`src/rtl/li_rx_join_pkg.sv`:
```
// ---------------------------------------------------------------------------
// li_rx_join_pkg
// Shared helpers for the latency-insensitive receive-join slice.
//   tok_w(w) : physical width of a token bus whose logical width may be 0.
//              A 0-width data channel still needs a 1-bit port so the bus
//              shape stays uniform across configurations.
// ---------------------------------------------------------------------------
package li_rx_join_pkg;

    function automatic int tok_w(input int w);
        return (w == 0) ? 1 : w;
    endfunction

endpackage

```
`src/rtl/li_rx_join_if.sv`:
```
// ---------------------------------------------------------------------------
// li_rx_join_if
// Bundles the two VALID/CONSUMED input channels, the joined output pair,
// the FIRE strobe and the stall counter of li_rx_join.
//   width : logical data token width (0 = no data channel)
//   cnt_w : stall counter width
// Modports:
//   slave  : the li_rx_join side (takes tokens, presents the pair)
//   master : the producer/consumer side driving tokens and FIRE
// ---------------------------------------------------------------------------
interface li_rx_join_if
    import li_rx_join_pkg::*;
#(
    parameter int width = 1,
    parameter int cnt_w = 16
);
    localparam int dw = tok_w(width);

    logic [dw-1:0]    IN_WRITE;
    logic             IN_WRITE_VALID;
    logic             IN_WRITE_CONSUMED;
    logic             IN_EN_WRITE;
    logic             IN_EN_WRITE_VALID;
    logic             IN_EN_WRITE_CONSUMED;
    logic [dw-1:0]    OUT_READ;
    logic             OUT_EN;
    logic             OUT_READY;
    logic             FIRE;
    logic [cnt_w-1:0] STALL_CNT;

    modport slave (
        input  IN_WRITE, IN_WRITE_VALID,
        output IN_WRITE_CONSUMED,
        input  IN_EN_WRITE, IN_EN_WRITE_VALID,
        output IN_EN_WRITE_CONSUMED,
        output OUT_READ, OUT_EN, OUT_READY,
        input  FIRE,
        output STALL_CNT
    );

    modport master (
        output IN_WRITE, IN_WRITE_VALID,
        input  IN_WRITE_CONSUMED,
        output IN_EN_WRITE, IN_EN_WRITE_VALID,
        input  IN_EN_WRITE_CONSUMED,
        input  OUT_READ, OUT_EN, OUT_READY,
        output FIRE,
        input  STALL_CNT
    );

endinterface

```
`src/rtl/li_rx_fifo.sv`:
```
// ---------------------------------------------------------------------------
// li_rx_fifo
// Per-channel token buffer: synchronous FIFO with a registered occupancy
// count. The producer handshake (in_consumed) is derived only from that
// registered count, so a full buffer cannot accept a token in the same
// cycle a dequeue frees a slot; the slot shows up one cycle later.
// Ports:
//   CLK, RST_N   : clock, synchronous active-low reset
//   in_data      : incoming token
//   in_valid     : token present
//   in_consumed  : token taken this cycle (1 when no token is offered)
//   deq          : pop the head at the edge (ignored when empty)
//   head         : current head token (don't-care when empty)
//   empty        : no tokens buffered
// ---------------------------------------------------------------------------
module li_rx_fifo #(
    parameter int width = 1,
    parameter int depth = 2
) (
    input  logic             CLK,
    input  logic             RST_N,
    input  logic [width-1:0] in_data,
    input  logic             in_valid,
    output logic             in_consumed,
    input  logic             deq,
    output logic [width-1:0] head,
    output logic             empty
);
    localparam int             ptr_w    = $clog2(depth);
    localparam logic [ptr_w:0] full_cnt = (ptr_w + 1)'(depth);
    localparam logic [ptr_w-1:0] ptr_one = ptr_w'(1);
    localparam logic [ptr_w:0]   cnt_one = (ptr_w + 1)'(1);

    logic [width-1:0] mem [depth];
    logic [ptr_w-1:0] wr_ptr;
    logic [ptr_w-1:0] rd_ptr;
    logic [ptr_w:0]   count;
    logic             full;
    logic             enq;
    logic             do_deq;

    assign full        = (count == full_cnt);
    assign empty       = (count == '0);
    assign enq         = in_valid && !full;
    assign do_deq      = deq && !empty;
    assign in_consumed = !in_valid || !full;
    assign head        = mem[rd_ptr];

    // Pointers wrap naturally at depth (power of two).
    // NOTE: sequential state uses non-blocking assignments so every register
    // samples the pre-edge values regardless of statement order.
    always_ff @(posedge CLK) begin
        if (!RST_N) begin
            wr_ptr <= '0;
            rd_ptr <= '0;
            count  <= '0;
        end else begin
            if (enq)    wr_ptr <= wr_ptr + ptr_one;
            if (do_deq) rd_ptr <= rd_ptr + ptr_one;
            case ({enq, do_deq})
                2'b10:   count <= count + cnt_one;
                2'b01:   count <= count - cnt_one;
                default: count <= count;
            endcase
        end
    end

    // NOTE: storage is deliberately not reset; clearing the pointers and the
    // count already discards every entry, and the head is don't-care when empty.
    always_ff @(posedge CLK) begin
        if (enq) mem[wr_ptr] <= in_data;
    end

endmodule

```
`src/rtl/li_rx_join.sv`:
```
// ---------------------------------------------------------------------------
// li_rx_join
// Receiving end of the VALID/CONSUMED token protocol. The data channel
// (WRITE) and the enable channel (EN_WRITE) are buffered independently and
// joined into one pair for a single-cycle consumer, which takes it with
// FIRE. FIRE while no pair is ready is counted in a saturating STALL_CNT.
// Parameters:
//   width : data token width, 0 removes the data channel
//   depth : entries per channel buffer (power of two, >= 2)
//   cnt_w : stall counter width
// Ports:
//   CLK, RST_N : clock, synchronous active-low reset
//   bus        : li_rx_join_if.slave (both input channels, joined output,
//                FIRE, STALL_CNT)
// ---------------------------------------------------------------------------
module li_rx_join
    import li_rx_join_pkg::*;
#(
    parameter int width = 1,
    parameter int depth = 2,
    parameter int cnt_w = 16
) (
    input logic         CLK,
    input logic         RST_N,
    li_rx_join_if.slave bus
);
    localparam int               dw      = tok_w(width);
    localparam logic [cnt_w-1:0] cnt_max = '1;
    localparam logic [cnt_w-1:0] cnt_one = cnt_w'(1);

    logic             wr_empty;
    logic             en_empty;
    logic             en_head;
    logic             ready;
    logic             deq;
    logic [cnt_w-1:0] stall_cnt;
    logic [cnt_w-1:0] stall_nxt;

    // A pair exists only when both heads are present; both pop together.
    assign ready = !wr_empty && !en_empty;
    assign deq   = bus.FIRE && ready;

    li_rx_fifo #(
        .width(1),
        .depth(depth)
    ) u_en_fifo (
        .CLK        (CLK),
        .RST_N      (RST_N),
        .in_data    (bus.IN_EN_WRITE),
        .in_valid   (bus.IN_EN_WRITE_VALID),
        .in_consumed(bus.IN_EN_WRITE_CONSUMED),
        .deq        (deq),
        .head       (en_head),
        .empty      (en_empty)
    );

    generate
        if (width != 0) begin : g_data
            logic [dw-1:0] wr_head;

            li_rx_fifo #(
                .width(dw),
                .depth(depth)
            ) u_wr_fifo (
                .CLK        (CLK),
                .RST_N      (RST_N),
                .in_data    (bus.IN_WRITE),
                .in_valid   (bus.IN_WRITE_VALID),
                .in_consumed(bus.IN_WRITE_CONSUMED),
                .deq        (deq),
                .head       (wr_head),
                .empty      (wr_empty)
            );

            assign bus.OUT_READ = wr_head;
        end else begin : g_no_data
            // Absent data channel: always accepts, never blocks the join.
            assign wr_empty              = 1'b0;
            assign bus.IN_WRITE_CONSUMED = 1'b1;
            assign bus.OUT_READ          = '0;
        end
    endgenerate

    assign bus.OUT_EN    = en_head;
    assign bus.OUT_READY = ready;
    assign bus.STALL_CNT = stall_cnt;

    // NOTE: the default assignment at the top of this block keeps stall_nxt
    // driven on every path, so no latch is inferred.
    always_comb begin
        stall_nxt = stall_cnt;
        if (bus.FIRE && !ready && (stall_cnt != cnt_max))
            stall_nxt = stall_cnt + cnt_one;
    end

    always_ff @(posedge CLK) begin
        if (!RST_N) stall_cnt <= '0;
        else        stall_cnt <= stall_nxt;
    end

endmodule

```
`src/flat_wrapper.sv`:
```
// flat-port wrapper written by rule: the top's interface ports become plain ports
module li_rx_join_flat import li_rx_join_pkg::*;
#(
    parameter int width = 1,
    parameter int depth = 2,
    parameter int cnt_w = 16
)
  (CLK, RST_N, bus_IN_WRITE, bus_IN_WRITE_VALID, bus_IN_WRITE_CONSUMED, bus_IN_EN_WRITE, bus_IN_EN_WRITE_VALID, bus_IN_EN_WRITE_CONSUMED, bus_OUT_READ, bus_OUT_EN, bus_OUT_READY, bus_FIRE, bus_STALL_CNT);
  li_rx_join_if #(.width(width), .cnt_w(cnt_w)) bus_i ();
  input logic CLK;
  input logic RST_N;
  input wire logic [$bits(bus_i.IN_WRITE)-1:0] bus_IN_WRITE;
  input wire logic [$bits(bus_i.IN_WRITE_VALID)-1:0] bus_IN_WRITE_VALID;
  output wire logic [$bits(bus_i.IN_WRITE_CONSUMED)-1:0] bus_IN_WRITE_CONSUMED;
  input wire logic [$bits(bus_i.IN_EN_WRITE)-1:0] bus_IN_EN_WRITE;
  input wire logic [$bits(bus_i.IN_EN_WRITE_VALID)-1:0] bus_IN_EN_WRITE_VALID;
  output wire logic [$bits(bus_i.IN_EN_WRITE_CONSUMED)-1:0] bus_IN_EN_WRITE_CONSUMED;
  output wire logic [$bits(bus_i.OUT_READ)-1:0] bus_OUT_READ;
  output wire logic [$bits(bus_i.OUT_EN)-1:0] bus_OUT_EN;
  output wire logic [$bits(bus_i.OUT_READY)-1:0] bus_OUT_READY;
  input wire logic [$bits(bus_i.FIRE)-1:0] bus_FIRE;
  output wire logic [$bits(bus_i.STALL_CNT)-1:0] bus_STALL_CNT;
  assign bus_i.IN_WRITE = bus_IN_WRITE;
  assign bus_i.IN_WRITE_VALID = bus_IN_WRITE_VALID;
  assign bus_IN_WRITE_CONSUMED = bus_i.IN_WRITE_CONSUMED;
  assign bus_i.IN_EN_WRITE = bus_IN_EN_WRITE;
  assign bus_i.IN_EN_WRITE_VALID = bus_IN_EN_WRITE_VALID;
  assign bus_IN_EN_WRITE_CONSUMED = bus_i.IN_EN_WRITE_CONSUMED;
  assign bus_OUT_READ = bus_i.OUT_READ;
  assign bus_OUT_EN = bus_i.OUT_EN;
  assign bus_OUT_READY = bus_i.OUT_READY;
  assign bus_i.FIRE = bus_FIRE;
  assign bus_STALL_CNT = bus_i.STALL_CNT;
  li_rx_join #(.width(width), .depth(depth), .cnt_w(cnt_w)) u_core (.CLK(CLK), .RST_N(RST_N), .bus(bus_i));
endmodule
```
`config.mk`:
```
export PLATFORM = sky130hd
export DESIGN_NAME = li_rx_join_flat
export DESIGN_NICKNAME = d
export VERILOG_FILES = /design/src/rtl/li_rx_join_pkg.sv /design/src/rtl/li_rx_join_if.sv /design/src/rtl/li_rx_fifo.sv /design/src/rtl/li_rx_join.sv /design/src/flat_wrapper.sv
export SDC_FILE = /design/constraint.sdc
export NUM_CORES = 1
export LEC_CHECK = 0
export ABC_CLOCK_PERIOD_IN_PS = 2600
export CAP_MARGIN = 20
export CORE_MARGIN = 2
export CORE_UTILIZATION = 50
export CTS_CLUSTER_DIAMETER = 100
export DETAILED_ROUTE_END_ITERATION = 7
export PLACE_DENSITY = 0.84
export SLEW_MARGIN = 5
export SYNTH_ARGS = -nofsm -noshare
export SYNTH_HDL_FRONTEND = slang
export SYNTH_SLANG_ARGS = --single-unit
export TNS_END_PERCENT = 50
```
`constraint.sdc`:
```
create_clock -name CLK -period 2.6 [get_ports CLK]
set_clock_uncertainty 0.2 [all_clocks]
set_input_delay 0.39 -clock CLK [delete_from_list [all_inputs] [get_ports CLK]]
set_output_delay 0.39 -clock CLK [all_outputs]
set_load 0.05 [all_outputs]
```
==> flow_summary.toml, run 1 <==
[min_path]
hold_class = "reg -> reg"
hold_depth = 2

[clocking]
hold_buffers = 0
htree_levels = 2
clockRootBuffer = "clkbuf_4"
cts_sinks = 30
insertion_delay_ns = 0.33
clock_path_buffers = 2
cts_buffers = 5
cts_tree = "yes"
postCtsSetupRepairBufs = 0
clk_pin_slew_worst_paths_ns = 0.09
cts_resized = 0

[layout]
utilization_pct = 65.28
n_antenna_cell = 0
final_common_cell = "dfxtp_1"
syn2layout_area_growth_pct = 25.91
final_cell_mix = "dfxtp_1 (26), clkdlybuf4s50_1 (25), a21oi_1 (15)"
drive_above_1_share_pct = 9.783
fin_nets = 193

[critical_path]
start_kind = "register"
end_kind = "primary output"
crit_fanout = 6
r2r_cells = 4
cp_data_required_time_ns = 2.01
crit_arrival_ns = 1.84
path_class = "reg -> out"

[placed_design]
globalplace.congestion = 0.8291
hpwlAfterDp_um = 2244
pre_cts_slack_ns = 0.06885
port_buffers = 27

[yosys]
syn_nets = 161
seq_area_frac_synth_pct = 45.59
ys_warn_count = 0
netlist_area_mm2 = 0.001405
yosysUniqueCellTypes = 39
synthCells = 151
ys_ff_latch = 30
syn_area_per_cell_um2 = 9.305

[detailed_routing]
via_per_inst = 6.088
ant_nets = 0
wl_um = 3101
post_drt_wl_per_cell_um = 14.42
drt-initial-drc-count = 44
drc = 0
vias = 1309
dr.pass1.iters = 4

[die]
io_pins = 28
dieHeight_um = 57.01
die_area_mm2 = 0.003250
start_util_pct = 51.85
core_area_mm2 = 0.002710
die_w_um = 57.01
std_cell_rows = 19

[sta]
fin_setup_tns_ns = 0
hold_viol = 0
slew_violations = 0
setup_slack_ns = 0.1697
finalCritPeriodShare_pct = 93.47
slew_headroom_pct = 47.41
fmax_ghz = 0.4115
finalCriticalPeriod_ns = 2.430
rsz0062_at_grt = "false"
worst_pin_slew_ns = 0.7828
setup_viol = 0

[grt]
grt_start_max_net_pins = 16
antenna_found_initial = 0
grtUsageTotal_pct = 20.55
grt_pass1_wl_um = 5085
grt_overflow = 0
grt_pass1_vias = 1151

[status]
outcome = "finished clean"

[pwr]
p_leak_nw = 0.6247
peakVddDrop_mv = 0.5452
cellPowerDensity_mw_per_mm2 = 655.2
power_mw = 1.159

[flow_run]
maxCapViolCount = 0
[layout make-up]
cell class                 instances  area, um^2
timing repair buffer              32       302.8
inverter                           4       15.01
clock buffer                       6       41.29
sequential                        30       640.6
multi-input combinational        110       721.9
clock inverter                     2       8.758
fill                             234       940.9
tap                               31       38.79
[state kept, by name (all words and copies together) (netlist names), 2 cells and up, named ones only]
register	flops
u_core.u_en_fifo.mem	2
u_core.u_en_fifo.count	2
u_core.g_data.u_wr_fifo.count	2
u_core.g_data.u_wr_fifo.mem	2
u_core.bus.STALL_CNT	16
[metal layers]
layer	vias to the layer above	global-route usage (%)	wire length (um)
li1	633	-	-
met1	626	22.94	1270
met2	42	34.15	1573
met3	8	7.256	198
met4	0	11.30	59
met5	-	0	0
[power by group]
group          internal, mW  leakage (nW)  switching, mW
clock network         0.101        0.0297          0.156
logic                 0.141         0.346          0.188
registers             0.526         0.249         0.0475
[final timing paths]
path | start | end | slack (ns)
hold / removal | u_core.bus.STALL_CNT[14]$_SDFFE_PN0P_ | u_core.bus.STALL_CNT[14]$_SDFFE_PN0P_ | 0.32
setup / recovery | u_core.u_en_fifo.count[0]$_SDFFE_PN0P_ | bus_OUT_READY | 0.17
hold reg to reg | u_core.bus.STALL_CNT[14]$_SDFFE_PN0P_ | u_core.bus.STALL_CNT[14]$_SDFFE_PN0P_ | 0.32
setup reg to reg | u_core.bus.STALL_CNT[3]$_SDFFE_PN0P_ | u_core.bus.STALL_CNT[11]$_SDFFE_PN0P_ | 0.24
[stage by stage]
step	hold WS (ns)	cell area (um^2)	std cells
after floorplan	0.2813	1405	151
after global placement	0.2947	1719	207
after detailed placement	0.3031	1719	207
after CTS	0.3211	1769	215
after global routing	0.3493	1769	215
final	0.3215	1769	215
[cells in the mapped netlist]
cell type / count / area [um^2]
edfxtp_1: 4 / 120.1
or2_2: 1 / 6.260
a31oi_1: 1 / 6.260
o2111a_1: 1 / 11.26
or3_1: 3 / 18.77
clkbuf_1: 5 / 18.77
ha_1: 3 / 37.54
xor2_1: 4 / 35.03
buf_2: 1 / 5.000
nand4_1: 6 / 37.54
and2_1: 3 / 18.77
mux2_2: 2 / 22.52
or3b_2: 1 / 8.760
a21oi_1: 15 / 75.07
nor3_1: 2 / 10.01
nand3_1: 4 / 20.02
xnor2_1: 4 / 35.03
o21ai_0: 5 / 25.02
nor4b_1: 1 / 8.760
a211oi_1: 1 / 7.510
nand2_1: 6 / 22.52
inv_1: 4 / 15.01
nand3b_1: 2 / 15.01
or4b_2: 1 / 10.01
nor2_1: 11 / 41.29
o211ai_1: 1 / 7.510
buf_1: 1 / 3.750
mux2i_1: 1 / 10.01
nand2b_1: 4 / 25.02
dfxtp_1: 26 / 520.5
or4_1: 8 / 60.06
o211a_1: 1 / 10.01
or4b_1: 1 / 10.01
nor4_1: 2 / 12.51
and4_1: 2 / 17.52
o31ai_1: 8 / 60.06
o22a_1: 1 / 8.760
and3_1: 3 / 18.77
o41ai_1: 1 / 8.760
[cells by family (layout without fill, tap and decap cells)]
kind of cell	count (synthesis)	in the layout	synth area share (%)
and+or+nand+nor	61	61	25.74
muxes	3	3	2.315
AOI/OAI and AO/OA	35	35	15.67
buffers and inverters	11	44	3.027
xor gates and xnor gates	8	8	4.986
DFF	30	30	45.59
adders and majority gates	3	3	2.672
[worst max-delay path: stages (launching register included)]
cell and delay (ns):
dfxtp_1 0.43, o22a_1 0.26, clkdlybuf4s50_1 0.82
No activity file was read; power rests on OpenSTA's default activity.
==> run 2, diff against run 1 <==
--- a/config.mk
+++ b/config.mk
@@ -12,6 +12,7 @@
 export CTS_CLUSTER_DIAMETER = 100
 export DETAILED_ROUTE_END_ITERATION = 7
 export PLACE_DENSITY = 0.84
+export SKIP_CTS_REPAIR_TIMING = 1
 export SLEW_MARGIN = 5
 export SYNTH_ARGS = -nofsm -noshare
 export SYNTH_HDL_FRONTEND = slang
==> results of run 2 <==
Same layout as run 1: the final DEF is identical, and so are final timing and power.
==> run 3, diff against run 2 <==
--- a/config.mk
+++ b/config.mk
@@ -7,11 +7,13 @@
 export LEC_CHECK = 0
 export ABC_CLOCK_PERIOD_IN_PS = 2600
 export CAP_MARGIN = 20
+export CELL_PAD_IN_SITES_DETAIL_PLACEMENT = 1
+export CELL_PAD_IN_SITES_GLOBAL_PLACEMENT = 2
 export CORE_MARGIN = 2
-export CORE_UTILIZATION = 50
+export CORE_UTILIZATION = 30
 export CTS_CLUSTER_DIAMETER = 100
 export DETAILED_ROUTE_END_ITERATION = 7
-export PLACE_DENSITY = 0.84
+export PLACE_DENSITY = 0.83
 export SKIP_CTS_REPAIR_TIMING = 1
 export SLEW_MARGIN = 5
 export SYNTH_ARGS = -nofsm -noshare
==> flow_summary.toml, run 3 (synthesis results as in run 1) <==
[die]
dieHeight_um = 72.44
core_area_mm2 = 0.004444
std_cell_rows = 24
io_pins = 28
die_w_um = 72.44
die_area_mm2 = 0.005247
start_util_pct = 31.62

[pwr]
p_leak_nw = 0.6385
cellPowerDensity_mw_per_mm2 = 703.8
peakVddDrop_mv = 0.1903

[grt]
grt_pass1_vias = 1269
grtUsageTotal_pct = 14.54
grt_overflow = 0
grt_pass1_wl_um = 5885
grt_start_max_net_pins = 18
antenna_found_initial = 0

[layout]
final_cell_mix = "dfxtp_1 (26), clkdlybuf4s50_1 (25), a21oi_1 (15)"
fin_nets = 192
largest_reg_flops = 16
n_antenna_cell = 0
final_common_cell = "dfxtp_1"
drive_above_1_share_pct = 9.836
syn2layout_area_growth_pct = 30.19
utilization_pct = 41.16
fill_cells = 514

[detailed_routing]
dr.pass1.iters = 4
drt-initial-drc-count = 36
wl_um = 3519
post_drt_wl_per_cell_um = 14.97
drc = 0
via_per_inst = 5.400
vias = 1269
ant_nets = 0

[sta]
fin_setup_tns_ns = 0
hold_viol = 0
slew_headroom_pct = 43.94
setup_viol = 0
slew_violations = 0
rsz0062_at_grt = "false"
finalCriticalPeriod_ns = 2.366
fmax_ghz = 0.4226
finalCritPeriodShare_pct = 91.00
worst_pin_slew_ns = 0.8345

[min_path]
hold_class = "reg -> reg"
hold_depth = 2
holdPathEnd = "u_core.u_en_fifo.rd_ptr$_SDFFE_PN0P_"
hold_start = "u_core.u_en_fifo.rd_ptr$_SDFFE_PN0P_"

[placed_design]
port_buffers = 27
globalplace.congestion = 0.7123
hpwlAfterDp_um = 2569

[clocking]
cts_buffers = 5
clk_pin_slew_worst_paths_ns = 0.06
htree_levels = 2
clockRootBuffer = "clkbuf_8"
insertion_delay_ns = 0.28
clock_path_buffers = 2
cts_tree = "yes"
cts_sinks = 30

[critical_path]
cp_data_required_time_ns = 2.01
critPathSlowestCell = "clkdlybuf4s50_1"
start_kind = "register"
crit_path_cell_trace = "o22a_1 -> clkdlybuf4s50_1"
crit_fanout = 6
end_kind = "primary output"
r2r_setup_slack_ns = 0.24
slowest_delay_ns = 0.82
r2r_cells = 4
path_delay_family = "buffers and inverters"
path_class = "reg -> out"
crit_arrival_ns = 1.78
worstPathBufferInverterCount = 1
reg2reg_from = "u_core.bus.STALL_CNT[2]$_SDFFE_PN0P_"
r2r_end = "u_core.bus.STALL_CNT[11]$_SDFFE_PN0P_"

[flow_run]
maxCapViolCount = 0

[status]
outcome = "finished clean"
-- run 3: changes by cell type in the layout (fill, tap and decap cells not counted) --
| cell | delta |
|---|---|
| clkbuf_8 | +6 |
| buf_4 | -1 |
| clkinv_1 | -1 |
| clkbuf_4 | -5 |
-- run 3: area by class of cell --
class	count	area [um^2]	share of cell area, %
Multi-Input combinational cell	110	721.9	39.47
Sequential cell	30	640.6	35.02
Timing Repair Buffer	31	295.3	16.14
Clock buffer	7	86.33	4.720
Tap cell	52	65.06	3.557
Inverter	4	15.01	0.8208
Clock inverter	1	5.005	0.2736
-- run 3: worst max-delay path by stage --
stage	to	startpoint	depth (start not counted)	slack [ns]
2_1_floorplan	u_core.bus.STALL_CNT[13]$_SDFFE_PN0P_	u_core.bus.STALL_CNT[3]$_SDFFE_PN0P_	5	0.15
3_3_place_gp	u_core.bus.STALL_CNT[11]$_SDFFE_PN0P_	bus_FIRE	4	0.16
3_5_place_dp	u_core.bus.STALL_CNT[11]$_SDFFE_PN0P_	bus_FIRE	4	0.07
4_1_cts	bus_OUT_READY	u_core.u_en_fifo.count[0]$_SDFFE_PN0P_	2	0.20
5_1_grt	bus_OUT_READY	u_core.u_en_fifo.count[0]$_SDFFE_PN0P_	2	0.12
6_report	bus_OUT_READY	u_core.u_en_fifo.count[0]$_SDFFE_PN0P_	2	0.23
-- run 3: stage by stage --
| step | hold WS (ns) | cell area [um^2] | worst slack, ns | cells | total power [mW] |
|---|---|---|---|---|---|
| 2_1_floorplan | 0.2813 | 1405 | 0.1462 | 151 | 0.8187 |
| 3_3_place_gp | 0.2971 | 1738 | 0.1611 | 227 | 0.9022 |
| 3_5_place_dp | 0.3104 | 1738 | 0.07355 | 227 | 0.9175 |
| 4_1_cts | 0.3226 | 1829 | 0.2046 | 235 | 1.309 |
| 5_1_grt | 0.3561 | 1829 | 0.1245 | 235 | 1.365 |
| 6_report | 0.3166 | 1829 | 0.2339 | 235 | 1.287 |
-- run 3: per-layer routing --
metal	GRT usage, %	wire length (um)
met1	17.14	1585
met2	23.55	1726
met3	4.444	139
met4	8.025	68
met5	0	0
-- run 3: worst reg2reg max path, stage by stage, from the launching register on --
cell and delay, ns:
dfxtp_1 0.44, nand3_1 0.24, or4b_1 0.69, or4_1 0.56, a21oi_1 0.16
-- run 3: report_power, final --
group	internal (mW)	switching, mW	total, mW
logic	0.140	0.189	0.329
clock network	0.213	0.170	0.383
registers	0.527	0.0490	0.576
